## config.mk

```make
export PLATFORM = sky130hd
export DESIGN_NAME = dram_be_responder
export DESIGN_NICKNAME = d
export VERILOG_FILES = /design/src/rtl/scpad_pkg.sv /design/src/rtl/scpad_sync_fifo.sv /design/src/rtl/dram_be_responder.sv
export SDC_FILE = /design/constraint.sdc
export NUM_CORES = 1
export LEC_CHECK = 0
export CORE_ASPECT_RATIO = 0.5
export CORE_MARGIN = 5
export CORE_UTILIZATION = 50
export DETAILED_ROUTE_END_ITERATION = 8
export PLACE_DENSITY = 0.72
export SETUP_SLACK_MARGIN = 0.5
export SYNTH_ARGS = -nofsm -noshare
export SYNTH_HDL_FRONTEND = slang
export SYNTH_SLANG_ARGS = --single-unit
export TNS_END_PERCENT = 10
```

## constraint.sdc

```tcl
create_clock -name clk -period 10.6 [get_ports clk]
set_input_delay 1.59 -clock clk [delete_from_list [all_inputs] [get_ports clk]]
set_output_delay 1.59 -clock clk [all_outputs]
set_load 0.02 [all_outputs]
```

## src/rtl/scpad_pkg.sv

```systemverilog
// Shared widths, request/completion record types and lane-masking helper for the
// DRAM backend responder.
package scpad_pkg;

    localparam int unsigned DRAM_ID_W   = 8;
    localparam int unsigned DRAM_ADDR_W = 32;
    localparam int unsigned DRAM_LANES  = 4;
    localparam int unsigned LANE_W      = 32;
    localparam int unsigned DATA_W      = DRAM_LANES * LANE_W;

    typedef struct packed {
        logic                   write;
        logic [DRAM_ID_W-1:0]   id;
        logic [DRAM_ADDR_W-1:0] addr;
        logic [DRAM_LANES-1:0]  mask;
        logic [DATA_W-1:0]      wdata;
    } dram_req_t;

    typedef struct packed {
        logic [DRAM_ID_W-1:0]  id;
        logic                  write;
        logic [DRAM_LANES-1:0] mask;
        logic [DATA_W-1:0]     rdata;
        logic                  done;
    } dram_cpl_t;

    // Zero every 32-bit lane whose enable bit is clear.
    function automatic logic [DATA_W-1:0] mask_lanes(input logic [DATA_W-1:0]     data,
                                                     input logic [DRAM_LANES-1:0] mask);
        logic [DATA_W-1:0] out;
        out = '0;
        for (int l = 0; l < DRAM_LANES; l++) begin
            if (mask[l]) out[l*LANE_W +: LANE_W] = data[l*LANE_W +: LANE_W];
        end
        return out;
    endfunction

endpackage

```

## src/rtl/scpad_sync_fifo.sv

```systemverilog
// Synchronous FIFO of an arbitrary packed type; push when full and pop when empty are ignored.
module scpad_sync_fifo #(
    parameter type         T     = logic,
    parameter int unsigned Depth = 4
) (
    input  logic                   clk_i,
    input  logic                   rst_ni,
    input  logic                   push_i,
    input  T                       data_i,
    input  logic                   pop_i,
    output T                       data_o,
    output logic                   full_o,
    output logic                   empty_o,
    output logic [$clog2(Depth):0] count_o
);

    localparam int unsigned PtrW = $clog2(Depth);
    localparam int unsigned CntW = PtrW + 1;

    T                mem_q [Depth];
    logic [PtrW-1:0] wr_ptr_q, rd_ptr_q;
    logic [CntW-1:0] cnt_q, cnt_d;
    logic            do_push, do_pop;

    assign full_o  = (cnt_q == CntW'(Depth));
    assign empty_o = (cnt_q == '0);
    assign count_o = cnt_q;
    assign data_o  = mem_q[rd_ptr_q];
    assign do_push = push_i && !full_o;
    assign do_pop  = pop_i && !empty_o;

    always_comb begin
        cnt_d = cnt_q + CntW'(do_push) - CntW'(do_pop);
    end

    always_ff @(posedge clk_i) begin
        if (!rst_ni) begin
            wr_ptr_q <= '0;
            rd_ptr_q <= '0;
            cnt_q    <= '0;
        end else begin
            if (do_push) wr_ptr_q <= wr_ptr_q + 1'b1;
            if (do_pop)  rd_ptr_q <= rd_ptr_q + 1'b1;
            cnt_q <= cnt_d;
        end
    end

    always_ff @(posedge clk_i) begin
        if (do_push) mem_q[wr_ptr_q] <= data_i;
    end

endmodule

```

## src/rtl/dram_be_responder.sv

```systemverilog
// Backend-to-memory responder: queues requests, issues them to memory and returns
// read data / write acks to the backend in strict issue order.
module dram_be_responder
    import scpad_pkg::*;
#(
    parameter int unsigned REQ_DEPTH = 4,
    parameter int unsigned CPL_DEPTH = 4
) (
    input  logic                   clk,
    input  logic                   n_rst,
    input  logic                   req_valid,
    input  logic                   req_write,
    input  logic [DRAM_ID_W-1:0]   req_id,
    input  logic [DRAM_ADDR_W-1:0] req_addr,
    input  logic [DRAM_LANES-1:0]  req_mask,
    input  logic [DATA_W-1:0]      req_wdata,
    output logic                   dram_be_stall,
    input  logic                   be_dram_stall,
    output logic                   res_valid,
    output logic                   res_write,
    output logic [DRAM_ID_W-1:0]   res_id,
    output logic [DATA_W-1:0]      res_rdata,
    output logic                   mem_req_valid,
    input  logic                   mem_req_ready,
    output logic                   mem_write,
    output logic [DRAM_ADDR_W-1:0] mem_addr,
    output logic [DRAM_LANES-1:0]  mem_wmask,
    output logic [DATA_W-1:0]      mem_wdata,
    input  logic                   mem_rsp_valid,
    input  logic [DATA_W-1:0]      mem_rdata
);

    localparam int unsigned PTR_W  = $clog2(CPL_DEPTH);
    localparam int unsigned CNT_W  = PTR_W + 1;
    localparam int unsigned RCNT_W = $clog2(REQ_DEPTH) + 1;

    dram_req_t         push_req, head_req;
    logic              req_accept, req_full, req_empty, issue;
    logic [RCNT_W-1:0] req_cnt;

    dram_cpl_t        cpl_q [CPL_DEPTH];
    dram_cpl_t        head_cpl;
    logic [PTR_W-1:0] cpl_head_q, cpl_tail_q, fill_idx;
    logic [CNT_W-1:0] cpl_cnt_q, cpl_cnt_d;
    logic             cpl_free, res_pop, fill_hit, err_q;

    assign push_req      = '{write: req_write, id: req_id, addr: req_addr, mask: req_mask,
                             wdata: req_wdata};
    assign dram_be_stall = req_full;
    assign req_accept    = req_valid && !dram_be_stall;

    scpad_sync_fifo #(
        .T     (dram_req_t),
        .Depth (REQ_DEPTH)
    ) u_req_fifo (
        .clk_i   (clk),
        .rst_ni  (n_rst),
        .push_i  (req_accept),
        .data_i  (push_req),
        .pop_i   (issue),
        .data_o  (head_req),
        .full_o  (req_full),
        .empty_o (req_empty),
        .count_o (req_cnt)
    );

    assign head_cpl  = cpl_q[cpl_head_q];
    assign res_valid = (cpl_cnt_q != '0) && head_cpl.done;
    assign res_pop   = res_valid && !be_dram_stall;
    // A popping head frees its slot for a same-cycle reservation.
    assign cpl_free  = (cpl_cnt_q != CNT_W'(CPL_DEPTH)) || res_pop;

    assign mem_req_valid = !req_empty && cpl_free;
    assign issue         = mem_req_valid && mem_req_ready;
    assign mem_write     = mem_req_valid && head_req.write;
    assign mem_addr      = mem_req_valid ? head_req.addr  : '0;
    assign mem_wmask     = mem_req_valid ? head_req.mask  : '0;
    assign mem_wdata     = mem_req_valid ? head_req.wdata : '0;

    assign res_write = res_valid && head_cpl.write;
    assign res_id    = res_valid ? head_cpl.id : '0;
    assign res_rdata = (res_valid && !head_cpl.write) ? head_cpl.rdata : '0;

    // Writes complete at reservation, so the oldest not-done slot is the oldest pending read.
    always_comb begin
        logic [PTR_W-1:0] idx;
        fill_hit = 1'b0;
        fill_idx = '0;
        idx      = '0;
        for (int i = 0; i < CPL_DEPTH; i++) begin
            idx = cpl_head_q + PTR_W'(i);
            if (!fill_hit && (CNT_W'(i) < cpl_cnt_q) && !cpl_q[idx].done) begin
                fill_hit = 1'b1;
                fill_idx = idx;
            end
        end
        cpl_cnt_d = cpl_cnt_q + CNT_W'(issue) - CNT_W'(res_pop);
    end

    always_ff @(posedge clk) begin
        if (!n_rst) begin
            cpl_head_q <= '0;
            cpl_tail_q <= '0;
            cpl_cnt_q  <= '0;
            err_q      <= 1'b0;
            for (int i = 0; i < CPL_DEPTH; i++) cpl_q[i] <= '0;
        end else begin
            if (issue) begin
                cpl_q[cpl_tail_q] <= '{id: head_req.id, write: head_req.write,
                                       mask: head_req.mask, rdata: '0, done: head_req.write};
                cpl_tail_q        <= cpl_tail_q + 1'b1;
            end
            if (mem_rsp_valid) begin
                if (fill_hit) begin
                    cpl_q[fill_idx].rdata <= mask_lanes(mem_rdata, cpl_q[fill_idx].mask);
                    cpl_q[fill_idx].done  <= 1'b1;
                end else begin
                    err_q <= 1'b1;
                end
            end
            if (res_pop) cpl_head_q <= cpl_head_q + 1'b1;
            cpl_cnt_q <= cpl_cnt_d;
        end
    end

    a_err_sticky: assert property (@(posedge clk) disable iff (!n_rst) err_q |=> err_q);
    a_cnt_bound: assert property (@(posedge clk) disable iff (!n_rst)
        (cpl_cnt_q <= CNT_W'(CPL_DEPTH)) && (req_cnt <= RCNT_W'(REQ_DEPTH)));

endmodule

```

## Yosys cells after proc, flatten, opt, wreduce, memory -nomap -nowiden

Memory sizes are Yosys's and may differ from the RTL's. A register that Yosys moved wholly into a read port is not among the register bits.
Index checks and enable logic that the tools add are counted.

| word-level totals | value |
|---|---|
| register bits after elaboration | 14 |
| RAM bits | 1260 |
| input port bits | 307 |
| output and inout port bits | 305 |
| word-level logic and storage cells | 106 |
| memories | 2 |

| cells by class | value |
|---|---|
| add/sub/neg operators | 10 |
| $lt $le $gt $ge | 4 |
| equal/unequal tests | 2 |
| mux-type cells | 49 |
| reduce and logical (&&, ||, !) cells | 33 |

Memory list:

| memory | depth | bits a word | read ports | clocked after Yosys merged registers in | write ports | line | RTL |
|---|---|---|---|---|---|---|---|
| u_req_fifo.mem_q | 4 | 173 | 1 | 1 | 1 | scpad_sync_fifo.sv:20 | `T mem_q [Depth];` |
| cpl_q | 4 | 142 | 5 | 1 | 4 | dram_be_responder.sv:41 | `dram_cpl_t cpl_q [CPL_DEPTH];` |

Operator list:

| kind | count |
|---|---|
| 32-bit 2-to-1 mux | 17 |
| 142-bit 2-to-1 mux | 2 |
| 142-bit OR reduction | 2 |
| 128-bit 2-to-1 mux | 2 |
| 2-bit 2-to-1 mux | 11 |
| 1-bit logical AND | 17 |
| 1-bit 2-to-1 mux | 15 |
| 1-bit zero test | 11 |
| 2-bit by 1-bit adder with 2-bit output (second input constant) | 4 |
| 8-bit 2-to-1 mux | 1 |
| 3-bit by 1-bit adder with 3-bit output | 2 |
| 1-bit by 3-bit < comparator with 1-bit output (first input constant) | 2 |
| 2-bit by 3-bit < comparator with 1-bit output (first input constant) | 2 |
| 3-bit by 1-bit subtractor with 3-bit output | 2 |
| 2-bit adder (second input constant) | 2 |
| 4-bit 2-to-1 mux | 1 |
| 3-bit equality test (second input constant) | 1 |
| 3-bit zero test | 1 |
| 3-bit inequality test (second input constant) | 1 |
| 3-bit nonzero test | 1 |
| 1-bit logical OR | 1 |

## Logic depth before layout (Yosys ltp)

Gate-level depths: netlist of the first run.

| logic depth | value |
|---|---|
| word-level depth | 21 |
| gate-level depth with buffers | 13 |
| depth with buffers taken out | 12 |

## Modules after synthesis

A second synthesis of the first run with hierarchy kept.

| second synthesis, totals | value |
|---|---|
| cells, all modules | 2979 |
| area, all modules | 53772.8 µm² |

By module, submodules not included:

| module | times used | cells an instance | area an instance (µm²) | seq. area each (µm²) |
|---|---|---|---|---|
| dram_be_responder | 1 | 2025 | 28322.2 | 17196.5 |
| scpad_sync_fifo | 1 | 954 | 25450.7 | 20960.1 |

## Least setup slack after synthesis of the first run

No wires, ideal clock.

| timing path | value |
|---|---|
| path type | in2reg |
| from | input port be_dram_stall |
| to | memory cpl_q[0][100] in the netlist's numbering, enable pin |
| setup time | 1.435 ns |
| arrival | 5.449 ns |
| data required time | 9.165 ns |
| path slack | 3.717 ns |
| cell stages on the path | 5 |
| path buffers | 1 |
| cell sequence | nor3b_1 -> o211ai_1 -> or3_1 -> clkbuf_1 -> nand3_1 |

RTL lines:

| element | line | RTL |
|---|---|---|
| from (decl) | dram_be_responder.sv:18 | `input logic be_dram_stall,` |
| to (decl) | dram_be_responder.sv:41 |  |

## Final worst setup path of the first run

| timing path | value |
|---|---|
| from | input port be_dram_stall |
| to | output port mem_addr[0] |

| on the way | value |
|---|---|
| word-level cells in the longest chain between the ends | 5 |

Ends and longest elaborated chain:

| element | line | RTL |
|---|---|---|
| 1-bit zero test | dram_be_responder.sv:69 | `assign res_pop = res_valid && !be_dram_stall;` |
| 1-bit logical AND | dram_be_responder.sv:69 |  |
| 1-bit logical OR | dram_be_responder.sv:71 | `assign cpl_free = (cpl_cnt_q != CNT_W'(CPL_DEPTH)) \|\| res_pop;` |
| 1-bit logical AND | dram_be_responder.sv:73 | `assign mem_req_valid = !req_empty && cpl_free;` |
| 32-bit 2-to-1 mux | dram_be_responder.sv:76 | `assign mem_addr = mem_req_valid ? head_req.addr : '0;` |
| to (decl) | dram_be_responder.sv:26 | `output logic [DRAM_ADDR_W-1:0] mem_addr,` |

No other way between the ends.

==> results of run 1 <==
[synth_stat cells (all sizes together), types with 2 or more instances]
cell type	n	area share (%)
inv	18	0.13
nand3	9	0.084
nor2b	182	2.1
a22oi	2	0.028
o31ai	4	0.056
a2111oi	2	0.080
fa	2	0.075
a21o	4	0.056
and3	325	3.8
xnor2	6	0.098
mux2i	17	0.32
nand4	11	0.14
nand2b	3	0.035
o31a	2	0.033
dfxtp	22	0.82
a2111o	2	0.042
nor2	18	0.14
nor3b	198	2.8
or2	3	0.035
o211a	4	0.075
and2	194	2.3
nor4b	4	0.11
o21ai	7	0.066
mux4	310	13
clkbuf	150	1.1
ha	10	0.23
nor3	3	0.028
buf	75	1.1
a211oi	2	0.061
xor2	3	0.049
edfxtp	1256	71
mux2	2	0.049
or3	2	0.033
nand3b	3	0.042
nand2	17	0.12
o211ai	5	0.070
[kinds of logic after synthesis]
group	Yosys count	share of synthesized area [%]
simple gates	974	11.8
xor+xnor	9	0.147
flops	1278	71.4
compound gates	41	0.690
buf+inv	243	2.27
fa+ha+maj	12	0.309
mux	329	13.4
[final timing paths]
kind,from,to,slack (ns),cells after the start
worst max-delay path,be_dram_stall,mem_addr[0],4.36,7
worst min-delay path,u_req_fifo.wr_ptr_q[1]$_SDFFE_PN0P_,u_req_fifo.wr_ptr_q[1]$_SDFFE_PN0P_,0.57,2
worst max register to register,flip-flop,cpl_q[1][50]$_SDFFCE_PN0P_,5.09,8
worst min register to register,u_req_fifo.wr_ptr_q[1]$_SDFFE_PN0P_,u_req_fifo.wr_ptr_q[1]$_SDFFE_PN0P_,0.57,2
[metrics by stage]
step	hold slack (ns)	std cells	area (µm²)	power, mW
3_3_place_gp	0.546	4748	60800	11.3
2_1_floorplan	0.506	2886	53500	9.46
6_report	0.567	4974	64400	15.2
5_1_grt	0.613	4974	64400	15.8
3_5_place_dp	0.556	4748	60800	11.3
4_1_cts	0.567	4949	64400	15.4
[worst max-delay path: stages]
cell and delay (ns):
clkdlybuf4s50_1 0.42, nor3b_1 0.43, nor2_4 0.14, inv_4 0.49
buf_4 0.64, and2_1 0.24, clkdlybuf4s50_1 0.63
[cell type report]
type | instances | share of cell area, %
inverters | 18 | 0.109
well taps | 1419 | 2.76
clock buffers | 133 | 4.45
flip-flops and latches | 1278 | 59.2
repair buffers | 668 | 10.2
clock inverters | 68 | 1.10
multi-input cells | 1365 | 22.0
diodes | 25 | 0.0971
[placed cells by master, fill, tap and decap left out, types with 3 or more instances in the layout]
| master | n |
|---|---|
| nor4b_4 | 4 |
| o211a_1 | 4 |
| inv_1 | 17 |
| bufinv_16 | 14 |
| and2_4 | 4 |
| dfxtp_1 | 18 |
| xnor2_1 | 6 |
| edfxtp_1 | 1256 |
| nand4_1 | 10 |
| diode_2 | 25 |
| clkbuf_1 | 21 |
| mux2i_1 | 17 |
| o21ai_1 | 4 |
| clkinvlp_4 | 8 |
| dfxtp_4 | 4 |
| buf_4 | 54 |
| ha_1 | 10 |
| clkdlybuf4s50_1 | 611 |
| clkinv_1 | 26 |
| clkinv_2 | 16 |
| o31ai_1 | 3 |
| nor3b_1 | 197 |
| mux4_2 | 310 |
| buf_12 | 3 |
| nor2_1 | 17 |
| and3_1 | 325 |
| o21ai_0 | 3 |
| nand3_1 | 8 |
| a21o_1 | 4 |
| xor2_1 | 3 |
| nor3_1 | 3 |
| and2_1 | 190 |
| nand2_1 | 17 |
| nand3b_1 | 3 |
| clkbuf_16 | 111 |
| o211ai_1 | 5 |
| nor2b_1 | 182 |
[flip-flops by register name, indices dropped and copies added, names as in the netlist, named ones only]
| name | cells |
|---|---|
| u_req_fifo.rd_ptr_q | 2 |
| u_req_fifo.count_o | 3 |
| cpl_cnt_q | 3 |
| u_req_fifo.wr_ptr_q | 2 |
| cpl_tail_q | 2 |
| cpl_head_q | 2 |
| u_req_fifo.mem_q | 692 |
| cpl_q | 568 |
[routing by layer]
layer	GRT usage, %	vias to the layer above	part of all wire, %	wire (µm)
met5	0	-	0.0099	13
met4	8.15	2	3.0	3950
met3	3.29	195	4.9	6470
met2	40.3	950	54	71400
met1	28.4	15400	38	49300
li1	-	12600	-	-
[power breakdown]
part	leakage [nW]	switching (mW)	total [mW]	internal, mW
clock network	1.73	1.80	4.07	2.27
logic	7.76	2.59	4.63	2.03
registers	12.4	0.224	6.54	6.31
total	21.9	4.62	15.2	10.6
==> flow_summary.yaml, run 1 <==
setup_path:
  cp.arrival_ns: 4.65
  start_kind: "input port"
  crit_path_end_kind: "output port"
  path_class: "input port to output port"
  cp.required_ns: 9.01
  cp_max_fo: 88
global_route:
  track_usage_pct: 22.5
  grt_pass1_vias: 29900
  grt_max_degree: 138
  grt_first_pass_wirelength_um: 192000
  grt_overflow_total: 0
  antenna_found_initial: 28
timing:
  maxSlewViolCount: 0
  tightest_slew_ns: 1.14
  finalSetupViolCount: 0
  final.setup.tns_ns: 0
  post-route-period-util_pct: 58.9
  rsz0062_at_grt: "no"
  fin_skew_ns: 0.0278
  finalHoldViolCount: 0
  min_period_ns: 6.24
  max_freq_ghz: 0.160
  final.setup.worst_slack_ns: 4.36
  slew_headroom_pct: 24.2
yosys:
  synth_edf_count: 1256
  netlist_area_mm2: 0.0535
  syn_nets: 3205
  yosys.cell_types.count: 57
  synthArstFlopShare_pct: 0
  synth-warning-count: 0
  synth-seq-cells: 1278
  yosysSeqAreaShare_pct: 71.4
  syn_avg_cell_area_um2: 18.5
  synth_ff_type: "edfxtp_1"
  postSynthCellCount: 2886
clock_network:
  h-tree-depth: 3
  cts_tree: "built"
  cts_made_buffers: 109
  cts_setup_buffers: 0
  root_buffer: "clkbuf_16"
  clock_path_buffers: 3
  insertion_delay_ns: 0.71
  cts_resized: 0
  clock_sinks: 1278
  path_clk_slew_ns: 0.06
  hold_buffers: 0
status:
  status: "finished clean"
detailed_routing:
  vias_per_cell: 5.86
  wl_um: 131000
  dr.first_iter.drc_count: 2313
  ant_nets: 0
  wl_per_cell_um: 26.4
  drc: 0
  vias: 29100
  dr.pass1.iters: 5
floorplanning:
  io_pins: 612
  die_area_mm2: 0.114
  num_rows: 84
  core_mm2: 0.106
  die_h_um: 241
  start_util_pct: 50.6
  die-width_um: 472
job:
  max_cap_violations: 0
layout:
  synthToLayoutAreaGrowth_pct: 20.5
  drive_gt1_share_pct: 15.6
  nNetsFinal: 3759
  nFillCells: 7611
  multi_input_area_mm2: 0.0142
  regArea_mm2: 0.0382
  utilization_pct: 61.0
placement:
  port_buffers: 611
  place_congestion: 0.780
  place_ws_ns: 4.32
  dp_hpwl_um: 75800
power_and_ir_drop:
  vdd_drop_max_uv: 180
  p_leak_nw: 21.9
  pwr_density_cell_mw_per_mm2: 236
worst_hold_path:
  hold_class: "flip-flop to flip-flop"
Note: power is estimated with default switching activity, not from simulation.
==> run 2: changes to the inputs <==
- clock period: 10.6 -> 6.12 ns (I/O delays scaled with it)
==> flow_summary.yaml, run 2 (synthesis results as in run 1) <==
global_route:
  grt_max_degree: 130
  grt_first_pass_wirelength_um: 193000
  antenna_found_initial: 9
  grt_pass1_vias: 30100
  track_usage_pct: 22.5
  grt_overflow_total: 0
clock_network:
  insertion_delay_ns: 0.72
  cts_made_buffers: 110
  cts_setup_buffers: 0
  cts_resized: 0
  clock_sinks: 1278
  hold_buffers: 0
  clock_path_buffers: 3
  root_buffer: "clkbuf_16"
  h-tree-depth: 3
  cts_tree: "built"
  path_clk_slew_ns: 0.07
timing:
  rsz0062_at_grt: "no"
  tightest_slew_ns: 1.14
  whs_ns: 0.592
  post-route-period-util_pct: 84.9
  max_freq_ghz: 0.192
  min_period_ns: 5.20
  maxSlewViolCount: 0
  fin_skew_ns: 0.0246
  finalHoldViolCount: 0
  finalSetupViolCount: 0
  slew_headroom_pct: 23.4
layout:
  top_register: "u_req_fifo.mem_q"
  multi_input_area_mm2: 0.0142
  reg.largest.list: "u_req_fifo.mem_q x692, cpl_q x568"
  nFillCells: 7644
  drive_gt1_share_pct: 15.9
  nNetsFinal: 3766
  synthToLayoutAreaGrowth_pct: 20.8
  utilization_pct: 61.2
  final_common_cell: "edfxtp_1"
  post-route-cell-area_mm2: 0.0646
  final_cells: 4973
  regArea_mm2: 0.0382
  largest_register_ffs: 692
  layout_common_cells: "edfxtp_1, clkdlybuf4s50_1, and3_1, mux4_2, nor3b_1"
setup_path:
  r2r-end: "cpl_q[1][64]$_SDFFCE_PN0P_"
  cp.required_ns: 5.20
  regToRegSetupSlack_ns: 1.83
  slowest_stage: "dfxtp_4"
  r2r_cells: 10
  cp_max_fo: 82
  cp_cell_sequence: "mux4_2, nor3b_1, nor2_4, inv_4, buf_4, and2_1, clkdlybuf4s50_1"
  start_kind: "flip-flop"
  path_class: "flip-flop to output port"
  cp.arrival_ns: 4.28
  crit_path_end_kind: "output port"
  critPathMaxStageDelay_ns: 0.68
placement:
  dp_hpwl_um: 74900
  post_dp_cell_area_mm2: 0.0610
  port_buffers: 611
  place_congestion: 0.789
  place_inst: 4754
floorplanning:
  die_area_mm2: 0.114
  die-width_um: 472
  die_h_um: 241
  io_pins: 612
  core_mm2: 0.106
  num_rows: 84
  start_util_pct: 50.6
detailed_routing:
  wl_per_cell_um: 26.1
  dr.pass1.iters: 6
  ant_nets: 0
  vias_per_cell: 5.81
  vias: 28900
  wl_um: 130000
  dr.first_iter.drc_count: 2260
  drc: 0
worst_hold_path:
  hp-start: "u_req_fifo.wr_ptr_q[1]$_SDFFE_PN0P_"
  whs_endpoint: "u_req_fifo.wr_ptr_q[1]$_SDFFE_PN0P_"
  hold_class: "flip-flop to flip-flop"
  hold_depth: 2
power_and_ir_drop:
  vdd_drop_max_uv: 347
  p_leak_nw: 22.0
  power.total_mw: 26.3
  pwr_density_cell_mw_per_mm2: 407
job:
  max_cap_violations: 0
status:
  status: "finished clean"
==> run 2: power by group <==
group | internal, mW | leakage [nW] | switching, mW | total [mW]
clock | 3.75 | 1.71 | 3.17 | 6.92
combinational | 3.59 | 7.86 | 4.50 | 8.09
sequential | 10.9 | 12.4 | 0.393 | 11.3
==> run 2: critical path: cells and delay by family (launching register included) <==
kind	cells	cell delay [ns]
buffers and inverters	3	1.67
AND/OR/NAND/NOR	3	0.80
flip-flops	1	0.68
multiplexers	1	0.36
==> run 2: final cells by class <==
type	count	area share, %
Sequential cell	1278	59.1
Antenna cell	13	0.0504
Multi-Input combinational cell	1365	22.0
Inverter	18	0.108
Tap cell	1419	2.75
Clock buffer	133	4.39
Clock inverter	73	1.05
Timing Repair Buffer	674	10.6
==> run 2: how the worst max path moves through the flow <==
stage	depth (start not counted)	slack, ns	end	startpoint
after global routing	7	0.54	mem_wdata[54]	flip-flop
after floorplan	9	-0.04	cpl_q[1][100]$_SDFFCE_PN0P_	cpl_cnt_q[1]$_SDFF_PN0_
after CTS	7	0.78	mem_wdata[25]	flip-flop
after global placement	7	1.43	mem_wdata[72]	be_dram_stall
final	7	0.92	mem_wdata[25]	flip-flop
after detailed placement	7	1.25	mem_wdata[25]	be_dram_stall
==> run 2: layer usage <==
metal / GRT usage [%] / routed length, µm
met5: 0 / 0
met4: 7.36 / 3580
met3: 3.21 / 5590
met2: 40.4 / 70800
met1: 28.7 / 49900
==> run 2: per-stage QoR <==
step / setup WS (ns) / setup TNS [ns]
2_1_floorplan: -0.0401 / -9.16
3_3_place_gp: 1.43 / 0
3_5_place_dp: 1.25 / 0
4_1_cts: 0.779 / 0
5_1_grt: 0.538 / 0
6_report: 0.923 / 0
